**src/rtl/uart_rx_core.sv**
```systemverilog
// 8-bit UART receiver with 16x oversampling, optional parity and a small receive FIFO.
// The line is synchronised, framed by a tick-driven FSM, and good bytes are queued for a valid/ready consumer.
module uart_rx_core #(
  parameter int FIFO_DEPTH = 4,
  parameter bit PARITY_EN  = 1'b0,
  parameter bit PARITY_ODD = 1'b0
) (
  input  logic                        clk_i,
  input  logic                        rst_i,
  input  logic [15:0]                 baud_div_i,
  input  logic                        rx_i,
  output logic [7:0]                  rdata_o,
  output logic                        rvalid_o,
  input  logic                        rready_i,
  output logic [$clog2(FIFO_DEPTH):0] level_o,
  output logic                        frame_err_o,
  output logic                        parity_err_o,
  output logic                        overrun_o,
  input  logic                        clear_i,
  output logic                        busy_o
);

  localparam int DATA_W = 8;
  localparam int PTR_W  = $clog2(FIFO_DEPTH);
  localparam logic [PTR_W:0] DEPTH_L = (PTR_W+1)'(FIFO_DEPTH);

  typedef enum logic [2:0] {
    IDLE,
    START,
    DATA,
    PARITY,
    STOP,
    WAIT_HIGH
  } state_t;

  function automatic logic parity_exp(input logic [DATA_W-1:0] d);
    return (^d) ^ PARITY_ODD;
  endfunction

  state_t              state;
  logic                rx_p0;
  logic                rx_p1;
  logic                rx_s;
  logic [15:0]         presc;
  logic                tick;
  logic [3:0]          tick_cnt;
  logic [2:0]          bit_cnt;
  logic                sample;
  logic                start_det;
  logic                par_bad;
  logic [1:0]          warm;
  logic                armed;
  logic [DATA_W-1:0]   shreg;
  logic                push;
  logic                pop;
  logic                full;
  logic                wr_en;
  logic [DATA_W-1:0]   mem [FIFO_DEPTH];
  logic [PTR_W-1:0]    wr_ptr;
  logic [PTR_W-1:0]    rd_ptr;
  logic [PTR_W:0]      count;

  // Stage p0/p1: two-flop synchroniser, idles high
  always_ff @(posedge clk_i or posedge rst_i) begin
    if (rst_i) begin
      rx_p0 <= 1'b1;
      rx_p1 <= 1'b1;
    end else begin
      rx_p0 <= rx_i;
      rx_p1 <= rx_p0;
    end
  end

  assign rx_s = rx_p1;

  // Oversample tick generator, realigned to the start edge
  assign tick      = (presc == baud_div_i);
  assign start_det = (state == IDLE) && armed && !rx_s;
  assign sample    = tick && (tick_cnt == ((state == START) ? 4'd7 : 4'd15));

  always_ff @(posedge clk_i or posedge rst_i) begin
    if (rst_i) begin
      presc <= '0;
    end else if (start_det || tick) begin
      presc <= '0;
    end else begin
      presc <= presc + 16'd1;
    end
  end

  // Framing FSM; armed only goes high once rx_s reflects a genuinely high line after reset
  always_ff @(posedge clk_i or posedge rst_i) begin
    if (rst_i) begin
      state        <= IDLE;
      tick_cnt     <= '0;
      bit_cnt      <= '0;
      par_bad      <= 1'b0;
      frame_err_o  <= 1'b0;
      parity_err_o <= 1'b0;
      busy_o       <= 1'b0;
      warm         <= '0;
      armed        <= 1'b0;
    end else begin
      frame_err_o  <= 1'b0;
      parity_err_o <= 1'b0;
      warm         <= {warm[0], 1'b1};
      if (warm[1] && rx_s) armed <= 1'b1;
      if (tick && (state inside {START, DATA, PARITY, STOP}))
        tick_cnt <= sample ? 4'd0 : tick_cnt + 4'd1;
      case (state)
        IDLE: begin
          if (start_det) begin
            state    <= START;
            tick_cnt <= '0;
            busy_o   <= 1'b1;
          end
        end
        START: begin
          if (sample) begin
            bit_cnt <= '0;
            par_bad <= 1'b0;
            if (rx_s) begin
              state  <= IDLE;
              busy_o <= 1'b0;
            end else begin
              state <= DATA;
            end
          end
        end
        DATA: begin
          if (sample) begin
            bit_cnt <= bit_cnt + 3'd1;
            if (bit_cnt == 3'(DATA_W-1)) state <= PARITY_EN ? PARITY : STOP;
          end
        end
        PARITY: begin
          if (sample) begin
            par_bad <= (rx_s != parity_exp(shreg));
            state   <= STOP;
          end
        end
        STOP: begin
          if (sample) begin
            if (!rx_s) begin
              frame_err_o <= 1'b1;
              state       <= WAIT_HIGH;
            end else begin
              parity_err_o <= par_bad;
              state        <= IDLE;
              busy_o       <= 1'b0;
            end
          end
        end
        WAIT_HIGH: begin
          if (rx_s) begin
            state  <= IDLE;
            busy_o <= 1'b0;
          end
        end
        default: begin
          state  <= IDLE;
          busy_o <= 1'b0;
        end
      endcase
    end
  end

  always_ff @(posedge clk_i) begin
    if (state == DATA && sample) shreg <= {rx_s, shreg[DATA_W-1:1]};
  end

  // Receive FIFO: simultaneous push and pop, a full FIFO still accepts a push alongside a pop
  assign push     = (state == STOP) && sample && rx_s && !par_bad;
  assign pop      = rvalid_o && rready_i;
  assign full     = (count == DEPTH_L);
  assign wr_en    = push && (!full || pop);
  assign rvalid_o = (count != '0);
  assign level_o  = count;
  assign rdata_o  = mem[rd_ptr];

  always_ff @(posedge clk_i or posedge rst_i) begin
    if (rst_i) begin
      for (int i = 0; i < FIFO_DEPTH; i++) mem[i] <= '0;
      wr_ptr    <= '0;
      rd_ptr    <= '0;
      count     <= '0;
      overrun_o <= 1'b0;
    end else begin
      if (wr_en) begin
        mem[wr_ptr] <= shreg;
        wr_ptr      <= wr_ptr + PTR_W'(1);
      end
      if (pop) rd_ptr <= rd_ptr + PTR_W'(1);
      case ({wr_en, pop})
        2'b10:   count <= count + (PTR_W+1)'(1);
        2'b01:   count <= count - (PTR_W+1)'(1);
        default: count <= count;
      endcase
      if (push && full && !pop) overrun_o <= 1'b1;
      else if (clear_i)         overrun_o <= 1'b0;
    end
  end

endmodule

```
**config.mk**
```make
export PLATFORM = sky130hd
export DESIGN_NAME = uart_rx_core
export DESIGN_NICKNAME = d
export VERILOG_FILES = /design/src/rtl/uart_rx_core.sv
export SDC_FILE = /design/constraint.sdc
export NUM_CORES = 1
export LEC_CHECK = 0
export CAP_MARGIN = 10
export CORE_AREA = 2 2 148 78
export CTS_BUF_LIST = sky130_fd_sc_hd__clkbuf_16
export CTS_CLUSTER_SIZE = 30
export DETAILED_ROUTE_END_ITERATION = 10
export DIE_AREA = 0 0 150 80
export PLACE_DENSITY = 0.57
export SETUP_SLACK_MARGIN = 0.2
export SYNTH_ARGS = -nofsm -noshare
export SYNTH_HDL_FRONTEND = slang
export SYNTH_SLANG_ARGS = --single-unit
```
**constraint.sdc**
```tcl
create_clock -name clk_i -period 7.9 [get_ports clk_i]
set_clock_uncertainty 0.15 [all_clocks]
set_input_delay 1.185 -clock clk_i [delete_from_list [all_inputs] [get_ports clk_i]]
set_output_delay 1.185 -clock clk_i [all_outputs]
set_load 0.01 [all_outputs]
```
Word-level counts from Yosys, hierarchy flattened
Index checks and enable logic that the tools add are counted.
- input port bits: 21
- register bits after elaboration: 83
- output and inout port bits: 16
- word-level logic and storage cells: 129
- mux-type cells: 41
- bitwise gates (word level): 3
- reductions and logical operators: 34
- magnitude comparators: 3
- add/sub/neg operators: 7
- eq/ne operators: 20
- operator list (cell ; number):
    32-bit bitwise mux ; 1
    3-bit 2-to-1 mux ; 10
    8-bit 2-to-1 mux ; 3
    4-bit 2-to-1 mux ; 5
    3-bit case mux with 6 select lines ; 1
    16-bit by 1-bit adder with 16-bit output, second input constant ; 1
    8-bit binary-select mux with 2-bit select ; 1
    8-bit demux with 2-bit select ; 1
    16-bit equality test ; 1
    16-bit 2-to-1 mux ; 1
    1-bit logical AND ; 14
    1-bit 2-to-1 mux ; 13
    3-bit equality test, second input constant ; 4
    2-bit inequality test, second input constant ; 6
    3-bit case mux with 2 select lines ; 2
    3-bit AND reduction ; 3
    2-bit nonzero test ; 4
    8-bit parity ; 1
    7-bit AND reduction ; 1
    3-bit by 1-bit adder with 3-bit output, second input constant ; 2
    3-bit by 2-bit equality test with 1-bit output, second input constant ; 2
    3-bit greater-or-equal comparator, second input constant ; 2
    2-bit NOT with 3-bit output ; 2
    2-bit by 1-bit adder with 2-bit output, second input constant ; 2
    19 further kinds ; 25

Logic depth before layout (Yosys ltp)
Gate-level depths: netlist of the first run.
- depth in word-level cells: 10
- gate-level depth with buffers: 11
- gate-level depth less buffers: 10

Least setup slack after synthesis of the first run
Ideal clock, no wire load.
- path type: input to register
- from: input rready_i
- to: register count[2] (netlist: level_o[2])
- path buffers: 1
- slack: 4583 ps
- setup time: 79 ps
- arrival: 3087 ps
- required time: 7671 ps
- stages on the path: 9
- cell sequence: or4b_2 -> clkbuf_1 -> nand4_1 -> ha_1 -> inv_1 -> fa_1 -> xor2_1 -> nor2_1 -> xor2_1
- cells in the longest elaborated chain, start to end: 5
- elaborated cells on any way between the ends: 7
- those cells by class: 2 x eq/ne; 1 x mux; 4 x reduce/logical
- RTL lines (item ; RTL line ; text):
    start: declaration ; 14 ; input logic rready_i,
    1-bit logical AND * ; 174 ; assign pop = rvalid_o && rready_i;
    1-bit logical OR ; 176 ; assign wr_en = push && (!full || pop);
    1-bit logical AND ; 176 ;
    2-bit by 1-bit equality test with 1-bit output or 2-bit equality test (tied branches) ; 194 ; case ({wr_en, pop})
    3-bit case mux with 2 select lines or 2-bit nonzero test (tied branches) ; - ;
    end signal: assignment ; 195 ; 2'b10: count <= count + (PTR_W+1)'(1);
    end signal: assignment ; 196 ; 2'b01: count <= count - (PTR_W+1)'(1);
    end signal: assignment ; 197 ; default: count <= count;
    end: declaration ; 61 ; logic [PTR_W:0] count;
Mark *: on every way between the ends. The rest lies on a longest branch, timed or not.
A chain may end at the register's enable or synchronous reset.

Final worst setup path of the first run
- from: input baud_div_i[12]
- to: register mem[3] (netlist name)
- cells in the longest elaborated chain, start to end: 6
- RTL lines (item ; RTL line ; text):
    start: declaration ; 10 ; input logic [15:0] baud_div_i,
    16-bit equality test ; 77 ; assign tick = (presc == baud_div_i);
    1-bit logical AND ; 79 ; assign sample = tick && (tick_cnt == ((state == START) ? 4'd7 : 4'd15));
    1-bit logical AND (3 in a row) ; 173 ; assign push = (state == STOP) && sample && rx_s && !par_bad;
    1-bit logical AND ; 176 ;
    end signal: indexed assignment ; 190 ; mem[wr_ptr] <= shreg;
    end: declaration ; 58 ; logic [DATA_W-1:0] mem [FIFO_DEPTH];
No other way between the ends.

==> results.sh, run 1 <==
export IMPL_ys_warnings_count=0
export IMPL_detailroute_via_count=2695
export IMPL_max_clock_freq_mhz=238
export IMPL_tightest_slew_ps=1040
export IMPL_power_frac_seq_pct=45.8
export IMPL_synth_top_cell_area_share_pct=44.0
export IMPL_initial_core_utilization_pct=38.9
export IMPL_worst_setup_hold_path_clk_slew_ps=60
export IMPL_cp_slowest_stage_delay_ps=880
export IMPL_cts_root_to_sink_buffers=2
export IMPL_holdCritStartpoint="warm[0]$_DFF_PP0_"
export IMPL_finish_instance_area_sq_um=4960
export IMPL_net_switching_power_uw=317
export IMPL_synth_async_sr_flop_share_pct=90.4
export IMPL_yosys_cell_types_count=53
export IMPL_number_of_global_route_vias_before_repair=2647
export IMPL_drv_slew=0
export IMPL_synth_area_mux_share_pct=13.5
export IMPL_pre_cts_slack_ps=3400
export IMPL_route_detailed_drc=0
export IMPL_number_of_drc_markers_after_the_initial_detailed_route_iteration=253
export IMPL_floorplan_die_height_um=80
export IMPL_half_perimeter_wire_length_after_placement_um=6410
export IMPL_hold_end="warm[1]$_DFF_PP0_"
export IMPL_crit_type="input port to register"
export IMPL_ff2ff_path_depth=5
export IMPL_tritoncts_num_buffers=9
export IMPL_relative_slew_slack_pct=30.7
export IMPL_rr_endpoint="mem[3]$_DFFE_PP0P_"
export IMPL_timing_hold_violations_final=0
export IMPL_clock_insertion_delay_worst_skew_ps=340
export IMPL_synthesis_area_sq_um=4160
export IMPL_synth_avg_cell_area_sq_um=12.2
export IMPL_cts_repair_resize_count=0
export IMPL_grt_overflow=0
export IMPL_max_cap_violations=0
export IMPL_most_frequent_cells_in_the_layout="sky130_fd_sc_hd__dfrtp_1, sky130_fd_sc_hd__clkdlybuf4s50_1, sky130_fd_sc_hd__mux2_2, sky130_fd_sc_hd__xor2_1, sky130_fd_sc_hd__nor2_1"
export IMPL_critPathSlowestCell="sky130_fd_sc_hd__nand4_1"
export IMPL_timing_critical_path_buf_inv=1
export IMPL_reg2reg_slack_ps=4520
export IMPL_setup_tns_final_ps=0
export IMPL_combinational_family_with_the_most_area_after_synthesis="simple AND/OR/NAND/NOR gates"
export IMPL_setup_slack_ps=3690
export IMPL_comb_power_share_pct=16.5
export IMPL_antenna_violations_before_repair=0
export IMPL_tritoncts_num_sinks=83
export IMPL_timing_hold_worst_class="register to register"
export IMPL_power_density_cell_area_nw_per_um2=234
export IMPL_unrepaired_setup_endpoints_after_global_routing="false"
export IMPL_row_count=27
export IMPL_sort_of_element_at_the_start_of_the_critical_path="input port"
export IMPL_leakage_nw=2.21
export IMPL_vdd_ir_drop_max_mv=0.141
export IMPL_internal_power_uw=842
export IMPL_cts_root_buffer_cell="sky130_fd_sc_hd__clkbuf_16"
export IMPL_antenna_violating_nets_left=0
export IMPL_setup_worst_path_end_class="register"
export IMPL_area_delta_synth_final_pct=19.4
export IMPL_via_density_per_instance=5.13
export IMPL_arrival_ps=4280
export IMPL_first_pass_grt_wire_length_um=14900
export IMPL_final_period_minus_worst_setup_slack_ps=4210
export IMPL_cell_area_reported_after_detailed_placement_sq_um=4650
export IMPL_ordered_list_of_cells_on_the_worst_path="clkdlybuf4s50_1 > xor2_1 > nor4_1 > nand4_1 > nor3_4 > mux2_2"
export IMPL_cts_tree="built"
export IMPL_worst_endpoint_required_ps=7970
export IMPL_place_congestion=0.849
export IMPL_final_layout_size_suffix_gt1_share_pct=17.9
export IMPL_synthCells=340
export IMPL_power_switching_share_pct=27.3
export IMPL_postSynth_topFlopCell="sky130_fd_sc_hd__dfrtp_1"
export IMPL_synthXorXnorAreaFrac_pct=10.1
export IMPL_cts_hold_bufs=0
export IMPL_synth_enable_flop_cells=8
export IMPL_drt_pass1_iter_count=4
export IMPL_ys_seq_elements=83
export IMPL_grt_max_degree=76
export IMPL_postCtsSetupRepairBufs=0
export IMPL_placeableCoreArea_sq_um=10700
export IMPL_num_antenna_cells=0
export IMPL_timing_critical_path_max_delay_family="simple AND/OR/NAND/NOR gates"
export IMPL_synth_top_area_cell="sky130_fd_sc_hd__dfrtp_1"
export IMPL_crit_path_max_fanout=20
export IMPL_routed_wire_length_um=8980
export IMPL_die_width_um=150
export IMPL_status="complete, no violations"
export IMPL_min_path_cells=0
export IMPL_synthTopCellsByArea="sky130_fd_sc_hd__dfrtp_1, sky130_fd_sc_hd__mux2_2, sky130_fd_sc_hd__xor2_1"
export IMPL_final_cell_count_no_fill=525
export IMPL_grt_total_usage_pct=16.7
export IMPL_fin_worst_hold_slack_ps=206
export IMPL_cts_max_level=3
export IMPL_clkPwrFrac_pct=37.8
export IMPL_yosys_area_share_adder_pct=3.19
export IMPL_place_inst=509
export IMPL_io_pin_count=37
export IMPL_setup_violations=0
export IMPL_finish_net_count=406
export IMPL_timing_rr_start="presc[12]$_DFF_PP0_"
export IMPL_commonest_non_fill_non_tap_cell_in_the_layout="sky130_fd_sc_hd__dfrtp_1"
export IMPL_die_ar_sq_um=12000
export IMPL_seq_area_frac_synth_pct=51.0
export IMPL_mappedNetlistNets=371
export IMPL_area_fraction_in_compound_gates_after_synthesis_pct=4.25
export IMPL_fin_crit_sh_pct=53.3
export IMPL_post_drt_wl_per_cell_um=17.1
export IMPL_synth_simple_gate_area_share_pct=15.1
export IMPL_place_port_buffers=36
==> sequential cells by signal, summed over array words and instances, names as in the netlist, 2 cells and up <==
register / cells
state: 3
wr_ptr: 2
level_o: 3
shreg: 8
mem: 32
tick_cnt: 4
presc: 16
bit_cnt: 3
rd_ptr: 2
warm: 2
==> power groups by stage <==
stage                     logic [mW]  clock network, mW  registers [mW]
final                          0.191              0.437           0.530
after global routing           0.212              0.464           0.538
after CTS                      0.192              0.447           0.532
after detailed placement       0.189                  0           0.539
after global placement         0.190                  0           0.537
after floorplan                0.148                  0           0.505
==> stage by stage <==
| stage | power, mW | util, % |
|---|---|---|
| 2_1_floorplan | 0.652 | - |
| 3_3_place_gp | 0.727 | 43.6 |
| 3_5_place_dp | 0.727 | 43.6 |
| 4_1_cts | 1.17 | 46.5 |
| 5_1_grt | 1.21 | 46.5 |
| 6_report | 1.16 | 46.5 |
==> cell type report <==
| cell class | count | area (sq um) |
|---|---|---|
| clock buffers | 9 | 225 |
| clock inverters | 7 | 85.1 |
| fillers | 1002 | 5720 |
| inverters | 11 | 41.3 |
| multi-input cells | 231 | 1920 |
| flip-flops and latches | 83 | 2120 |
| well taps | 145 | 181 |
| repair buffers | 39 | 383 |
==> synthesized netlist by cell type, types with 2 or more instances <==
| cell type | n |
|---|---|
| sky130_fd_sc_hd__o41ai_1 | 2 |
| sky130_fd_sc_hd__nor3_4 | 4 |
| sky130_fd_sc_hd__and4_1 | 3 |
| sky130_fd_sc_hd__ha_1 | 9 |
| sky130_fd_sc_hd__nand3_1 | 14 |
| sky130_fd_sc_hd__o21ai_0 | 3 |
| sky130_fd_sc_hd__inv_1 | 11 |
| sky130_fd_sc_hd__o41a_1 | 2 |
| sky130_fd_sc_hd__a31oi_1 | 2 |
| sky130_fd_sc_hd__buf_2 | 5 |
| sky130_fd_sc_hd__dfrtp_1 | 73 |
| sky130_fd_sc_hd__and3_1 | 7 |
| sky130_fd_sc_hd__dfstp_2 | 2 |
| sky130_fd_sc_hd__xnor2_1 | 17 |
| sky130_fd_sc_hd__nand4_1 | 7 |
| sky130_fd_sc_hd__or4_1 | 4 |
| sky130_fd_sc_hd__nor2_1 | 22 |
| sky130_fd_sc_hd__edfxtp_1 | 8 |
| sky130_fd_sc_hd__xor2_1 | 31 |
| sky130_fd_sc_hd__nor4_1 | 5 |
| sky130_fd_sc_hd__nor3_1 | 7 |
| sky130_fd_sc_hd__mux2_2 | 32 |
| sky130_fd_sc_hd__or3_1 | 2 |
| sky130_fd_sc_hd__a21oi_1 | 5 |
| sky130_fd_sc_hd__clkbuf_1 | 7 |
| sky130_fd_sc_hd__and2_1 | 5 |
| sky130_fd_sc_hd__buf_4 | 2 |
| sky130_fd_sc_hd__nor2b_1 | 2 |
| sky130_fd_sc_hd__mux4_2 | 8 |
| sky130_fd_sc_hd__nand2_1 | 16 |
==> worst max path at each step <==
stage,slack [ps],depth (start not counted),end,start
after detailed placement,3400,6,mem[3]$_DFFE_PP0P_,baud_div_i[5]
after floorplan,4580,9,level_o[2]$_DFFE_PP0P_,rready_i
after CTS,3750,6,mem[3]$_DFFE_PP0P_,baud_div_i[5]
after global placement,3400,6,mem[6]$_DFFE_PP0P_,baud_div_i[8]
after global routing,3470,6,mem[3]$_DFFE_PP0P_,baud_div_i[7]
final,3690,6,mem[3]$_DFFE_PP0P_,baud_div_i[12]
==> logic make-up after synthesis <==
group	count (synthesis)
compound gates	24
xor+xnor	48
fa+ha+maj	10
buf+inv	26
flops	83
mux	42
other cells	1
simple gates	106
==> layer usage <==
| layer | track usage (%) | up-vias | wire, um | part of all wire, % |
|---|---|---|---|---|
| met2 | 20.0 | 47 | 3330 | 37 |
| li1 | - | 1290 | - | - |
| met5 | 0 | - | 0 | 0 |
| met3 | 3.49 | 9 | 302 | 3.4 |
| met4 | 5.66 | 0 | 114 | 1.3 |
| met1 | 28.0 | 1349 | 5230 | 58 |
Note: power is estimated with default switching activity, not from simulation.
==> run 2: changes to the inputs <==
- clock period: 7.9 -> 4.1 ns (I/O delays scaled with it)
==> results.sh, run 2 (synthesis results as in run 1) <==
export IMPL_net_switching_power_uw=627
export IMPL_tightest_slew_ps=935
export IMPL_timing_hold_violations_final=0
export IMPL_place_port_buffers=36
export IMPL_clkPwrFrac_pct=40.4
export IMPL_sort_of_element_at_the_start_of_the_critical_path="input port"
export IMPL_maxUsedRoutingLayer="met4"
export IMPL_relative_slew_slack_pct=37.7
export IMPL_area_delta_synth_final_pct=20.9
export IMPL_via_density_per_instance=5.16
export IMPL_clock_insertion_delay_worst_skew_ps=330
export IMPL_num_antenna_cells=0
export IMPL_critPathSlowestCell="sky130_fd_sc_hd__and4_1"
export IMPL_grt_max_degree=76
export IMPL_cts_max_level=3
export IMPL_cts_repair_resize_count=0
export IMPL_finish_net_count=408
export IMPL_setup_violations=0
export IMPL_regMostFlops="mem"
export IMPL_drv_slew=0
export IMPL_antenna_violations_before_repair=0
export IMPL_leakage_nw=2.24
export IMPL_power_switching_share_pct=26.6
export IMPL_floorplan_die_height_um=80
export IMPL_grt_total_usage_pct=16.9
export IMPL_die_ar_sq_um=12000
export IMPL_largest_reg_flops=32
export IMPL_crit_type="input port to register"
export IMPL_drt_pass1_iter_count=5
export IMPL_tritoncts_num_sinks=83
export IMPL_setup_tns_final_ps=0
export IMPL_cts_root_to_sink_buffers=2
export IMPL_postCtsSetupRepairBufs=0
export IMPL_routed_wire_length_um=8940
export IMPL_number_of_drc_markers_after_the_initial_detailed_route_iteration=186
export IMPL_arrival_ps=3290
export IMPL_setup_slack_ps=878
export IMPL_critPathMostFrequentCell="sky130_fd_sc_hd__xor2_1"
export IMPL_worst_endpoint_required_ps=4170
export IMPL_final_cell_count_no_fill=527
export IMPL_io_pin_count=37
export IMPL_worst_setup_hold_path_clk_slew_ps=60
export IMPL_commonest_non_fill_non_tap_cell_in_the_layout="sky130_fd_sc_hd__dfrtp_1"
export IMPL_cell_area_reported_after_detailed_placement_sq_um=4660
export IMPL_fin_worst_hold_slack_ps=205
export IMPL_place_inst=511
export IMPL_power_density_cell_area_nw_per_um2=468
export IMPL_internal_power_mw=1.73
export IMPL_unrepaired_setup_endpoints_after_global_routing="false"
export IMPL_comb_power_share_pct=15.8
export IMPL_setup_worst_path_end_class="register"
export IMPL_met2_length_um=3450
export IMPL_met1_wirelength_um=5000
export IMPL_half_perimeter_wire_length_after_placement_um=6400
export IMPL_antenna_violating_nets_left=0
export IMPL_tritoncts_num_buffers=9
export IMPL_crit_path_max_fanout=9
export IMPL_max_cap_violations=0
export IMPL_cts_hold_bufs=0
export IMPL_grt_overflow=0
export IMPL_first_pass_grt_wire_length_um=15000
export IMPL_row_count=27
export IMPL_initial_core_utilization_pct=38.9
export IMPL_number_of_global_route_vias_before_repair=2689
export IMPL_placeableCoreArea_sq_um=10700
export IMPL_timing_hold_worst_class="register to register"
export IMPL_final_layout_size_suffix_gt1_share_pct=18.6
export IMPL_detailroute_via_count=2719
export IMPL_vdd_ir_drop_max_mv=0.278
export IMPL_largestRegisters="mem (32), presc (16), shreg (8)"
export IMPL_most_frequent_cells_in_the_layout="sky130_fd_sc_hd__dfrtp_1, sky130_fd_sc_hd__clkdlybuf4s50_1, sky130_fd_sc_hd__mux2_2, sky130_fd_sc_hd__xor2_1, sky130_fd_sc_hd__nor2_1"
export IMPL_max_clock_freq_mhz=310
export IMPL_die_width_um=150
export IMPL_dr_wl_met3_um=435
export IMPL_ordered_list_of_cells_on_the_worst_path="clkdlybuf4s50_1 > xor2_1 > nor4_1 > and4_1 > nand4_1 > ha_1 > inv_1 > fa_1 > xor2_1 > nor2_1 > xor2_1"
export IMPL_fin_crit_sh_pct=78.6
export IMPL_final_period_minus_worst_setup_slack_ps=3220
export IMPL_finish_instance_area_sq_um=5020
export IMPL_route_detailed_drc=0
export IMPL_place_congestion=0.833
export IMPL_power_frac_seq_pct=43.8
export IMPL_cts_tree="built"
export IMPL_pre_cts_slack_ps=566
export IMPL_cts_root_buffer_cell="sky130_fd_sc_hd__clkbuf_16"
export IMPL_status="complete, no violations"
export IMPL_cp_slowest_stage_delay_ps=490
export IMPL_post_drt_wl_per_cell_um=17.0
run 2: cell types whose count changed in the layout (fill, tap and decap cells not counted):
cell | before | now
sky130_fd_sc_hd__buf_4 | 3 | 5
sky130_fd_sc_hd__clkinv_2 | 2 | 0
sky130_fd_sc_hd__bufinv_16 | 2 | 3
sky130_fd_sc_hd__clkbuf_16 | 9 | 10
sky130_fd_sc_hd__clkinv_4 | 0 | 1
sky130_fd_sc_hd__inv_1 | 11 | 10
run 2: final cells by class:
class | count | area, sq um
clock buffers | 10 | 250
repair buffers | 41 | 398
clock inverters | 6 | 110
inverters | 11 | 41.3
fillers | 996 | 5650
flip-flops and latches | 83 | 2120
multi-input cells | 231 | 1920
well taps | 145 | 181
run 2: final timing paths:
path	startpoint	to	slack [ps]	cells past startpoint
max	baud_div_i[5]	level_o[2]$_DFFE_PP0P_	880	11
min	warm[0]$_DFF_PP0_	warm[1]$_DFF_PP0_	200	0
max reg2reg	state[0]$_DFFE_PP0P_	level_o[2]$_DFFE_PP0P_	1030	10
min reg2reg	warm[0]$_DFF_PP0_	warm[1]$_DFF_PP0_	200	0
max in group asynchronous	rst_i	mem[31]$_DFFE_PP0P_	2460	3
min in group asynchronous	rst_i	mem[6]$_DFFE_PP0P_	730	3
run 2: power groups by stage:
stage | Clock [mW] | Sequential, mW | Combinational [mW]
6_report | 0.951 | 1.03 | 0.373
5_1_grt | 1.01 | 1.05 | 0.418
4_1_cts | 0.979 | 1.03 | 0.378
3_5_place_dp | 0 | 1.05 | 0.372
3_3_place_gp | 0 | 1.04 | 0.365
2_1_floorplan | 0 | 0.972 | 0.285
run 2: per-layer routing:
layer / GRT usage (%) / up-vias
li1: - / 1305
met1: 27.3 / 1351
met2: 21.2 / 59
met3: 4.51 / 4
met4: 5.19 / 0
met5: 0 / -
run 2: metrics by stage:
stage	power [mW]	utilization (%)
4_1_cts	2.39	47.1
3_3_place_gp	1.41	43.7
3_5_place_dp	1.42	43.7
2_1_floorplan	1.26	-
6_report	2.35	47.1
5_1_grt	2.48	47.1
run 2: critical path, delay by kind of cell:
family                   cells  cell delay (ps)
XOR/XNOR                     3              450
adder cells (fa/ha/maj)      2              470
buffers and inverters        2              480
AND/OR/NAND/NOR              4             1270
==> run 3: changes to the inputs <==
- PLACE_DENSITY: 0.57 -> 0.59
- clock period: 4.1 -> 2.75 ns (I/O delays scaled with it)
==> results.sh, run 3 (synthesis results as in run 1) <==
export IMPL_max_cap_violations=0
export IMPL_antenna_violations_before_repair=0
export IMPL_worst_setup_hold_path_clk_slew_ps=60
export IMPL_setup_slack_ps=232
export IMPL_ff2ff_path_depth=10
export IMPL_worst_endpoint_required_ps=2830
export IMPL_fin_worst_hold_slack_ps=199
export IMPL_crit_path_max_fanout=4
export IMPL_number_of_drc_markers_after_the_initial_detailed_route_iteration=230
export IMPL_initial_core_utilization_pct=38.9
export IMPL_drt_pass1_iter_count=4
export IMPL_rr_endpoint="level_o[2]$_DFFE_PP0P_"
export IMPL_grt_max_degree=76
export IMPL_crit_type="register to register"
export IMPL_finish_instance_area_sq_um=5290
export IMPL_max_clock_freq_mhz=397
export IMPL_final_core_util_pct=49.6
export IMPL_vdd_ir_drop_max_mv=0.414
export IMPL_io_pin_count=37
export IMPL_reg2reg_slack_ps=230
export IMPL_unrepaired_setup_endpoints_after_global_routing="true"
export IMPL_detailroute_via_count=2827
export IMPL_cts_max_level=3
export IMPL_die_ar_sq_um=12000
export IMPL_grt_overflow=0
export IMPL_largestRegisters="mem (32), presc (16), shreg (8)"
export IMPL_tritoncts_num_sinks=83
export IMPL_drv_slew=0
export IMPL_finalPower_mw=3.28
export IMPL_cts_hold_bufs=0
export IMPL_grt_total_usage_pct=17.2
export IMPL_place_inst=529
export IMPL_power_density_cell_area_nw_per_um2=619
export IMPL_sequential_cell_area_sq_um=2130
export IMPL_route_detailed_drc=0
export IMPL_number_of_global_route_vias_before_repair=2879
export IMPL_floorplan_die_height_um=80
export IMPL_status="complete, no violations"
export IMPL_fin_crit_sh_pct=91.6
export IMPL_crit_path_end="level_o[2]$_DFFE_PP0P_"
export IMPL_antenna_violating_nets_left=0
export IMPL_clock_insertion_delay_worst_skew_ps=340
export IMPL_commonest_non_fill_non_tap_cell_in_the_layout="sky130_fd_sc_hd__dfrtp_1"
export IMPL_die_width_um=150
export IMPL_cts_root_to_sink_buffers=2
export IMPL_via_density_per_instance=5.10
export IMPL_half_perimeter_wire_length_after_placement_um=6610
export IMPL_placeableCoreArea_sq_um=10700
export IMPL_post_drt_wl_per_cell_um=17.0
export IMPL_timing_rr_start="presc[10]$_DFF_PP0_"
export IMPL_cts_root_buffer_cell="sky130_fd_sc_hd__clkbuf_16"
export IMPL_final_cell_count_no_fill=554
export IMPL_first_pass_grt_wire_length_um=15500
export IMPL_most_frequent_cells_in_the_layout="sky130_fd_sc_hd__dfrtp_1, sky130_fd_sc_hd__mux2_2, sky130_fd_sc_hd__xor2_1, sky130_fd_sc_hd__clkdlybuf4s50_1, sky130_fd_sc_hd__buf_4"
export IMPL_regMostFlops="mem"
export IMPL_area_delta_synth_final_pct=27.3
export IMPL_largest_reg_flops=32
export IMPL_row_count=27
export IMPL_timing_hold_violations_final=0
export IMPL_finish_net_count=435
export IMPL_beginning_of_the_critical_path="presc[10]$_DFF_PP0_"
export IMPL_final_layout_size_suffix_gt1_share_pct=27.6
export IMPL_tightest_slew_ps=507
export IMPL_setup_violations=0
export IMPL_num_antenna_cells=0
export IMPL_routed_wire_length_um=9440
export IMPL_arrival_ps=2600
export IMPL_relative_slew_slack_pct=66.0
export IMPL_timing_hold_worst_class="register to register"
export IMPL_place_port_buffers=36
export IMPL_final_period_minus_worst_setup_slack_ps=2520
export IMPL_pre_cts_slack_ps=-259
export IMPL_cell_area_reported_after_detailed_placement_sq_um=4870
export IMPL_place_congestion=0.774
export IMPL_cts_tree="built"
export IMPL_multi_input_comb_area_sq_um=1980
export IMPL_setup_worst_path_end_class="register"
export IMPL_setup_tns_final_ps=0
export IMPL_tritoncts_num_buffers=9
export IMPL_sort_of_element_at_the_start_of_the_critical_path="register"
export IMPL_fill_count=978
export IMPL_leakage_nw=2.42
[run 3: cell count changes in the layout (fill, tap and decap cells not counted), sizes merged]
cell           delta
clkdlybuf4s50     -9
dlygate4sd2       +1
clkbuf            -1
buf              +27
clkinv            +3
bufinv            -3
inv               +1
dlymetal6s2s      +8
[run 3: power breakdown]
group          leakage (nW)  internal [mW]  total [mW]  switching (mW)
combinational          1.23          0.355       0.687           0.332
clock                 0.134          0.608        1.10           0.496
sequential             1.06           1.34        1.48           0.149
[run 3: how the worst min path moves through the flow]
| stage | startpoint | end | slack [ps] | cells past startpoint |
|---|---|---|---|---|
| CTS | rx_p0$_DFF_PP1_ | rx_p1$_DFF_PP1_ | 200 | 0 |
| detailed placement | warm[0]$_DFF_PP0_ | warm[1]$_DFF_PP0_ | 180 | 0 |
| finish | warm[0]$_DFF_PP0_ | warm[1]$_DFF_PP0_ | 200 | 0 |
| global placement | warm[0]$_DFF_PP0_ | warm[1]$_DFF_PP0_ | 180 | 0 |
| global route | rx_p0$_DFF_PP1_ | rx_p1$_DFF_PP1_ | 200 | 0 |
| floorplan | warm[0]$_DFF_PP0_ | warm[1]$_DFF_PP0_ | 180 | 0 |
[run 3: area by class of cell]
class	count	area share (%)
timing repair buffer	68	13.0
tap	145	3.43
clock inverter	7	0.875
inverter	11	0.780
clock buffer	9	4.26
sequential	83	40.2
multi-input combinational	231	37.5
[run 3: timing repair]
item | 4_1_cts | 5_1_grt
pin swaps | 4 | 11
buffers inserted | 3 | 6
endpoints found under the setup margin | 2 | 44
gates resized for setup | 4 | 21
[run 3: worst max-delay path, stage by stage (launching register included)]
cell,delay [ps]
sky130_fd_sc_hd__dfrtp_2,440
sky130_fd_sc_hd__xor2_1,170
sky130_fd_sc_hd__nor4_2,350
sky130_fd_sc_hd__and4_1,280
sky130_fd_sc_hd__nand4_1,170
sky130_fd_sc_hd__ha_2,250
sky130_fd_sc_hd__inv_2,60
sky130_fd_sc_hd__fa_2,200
sky130_fd_sc_hd__xor2_1,140
sky130_fd_sc_hd__nor2_1,60
sky130_fd_sc_hd__xor2_1,140
[run 3: metal layers]
metal / wire (um) / GRT usage (%) / up-vias
met2: 3840 / 22.9 / 69
met3: 403 / 4.91 / 9
li1: - / - / 1347
met1: 5100 / 26.9 / 1402
met5: 0 / 0 / -
met4: 99 / 4.62 / 0
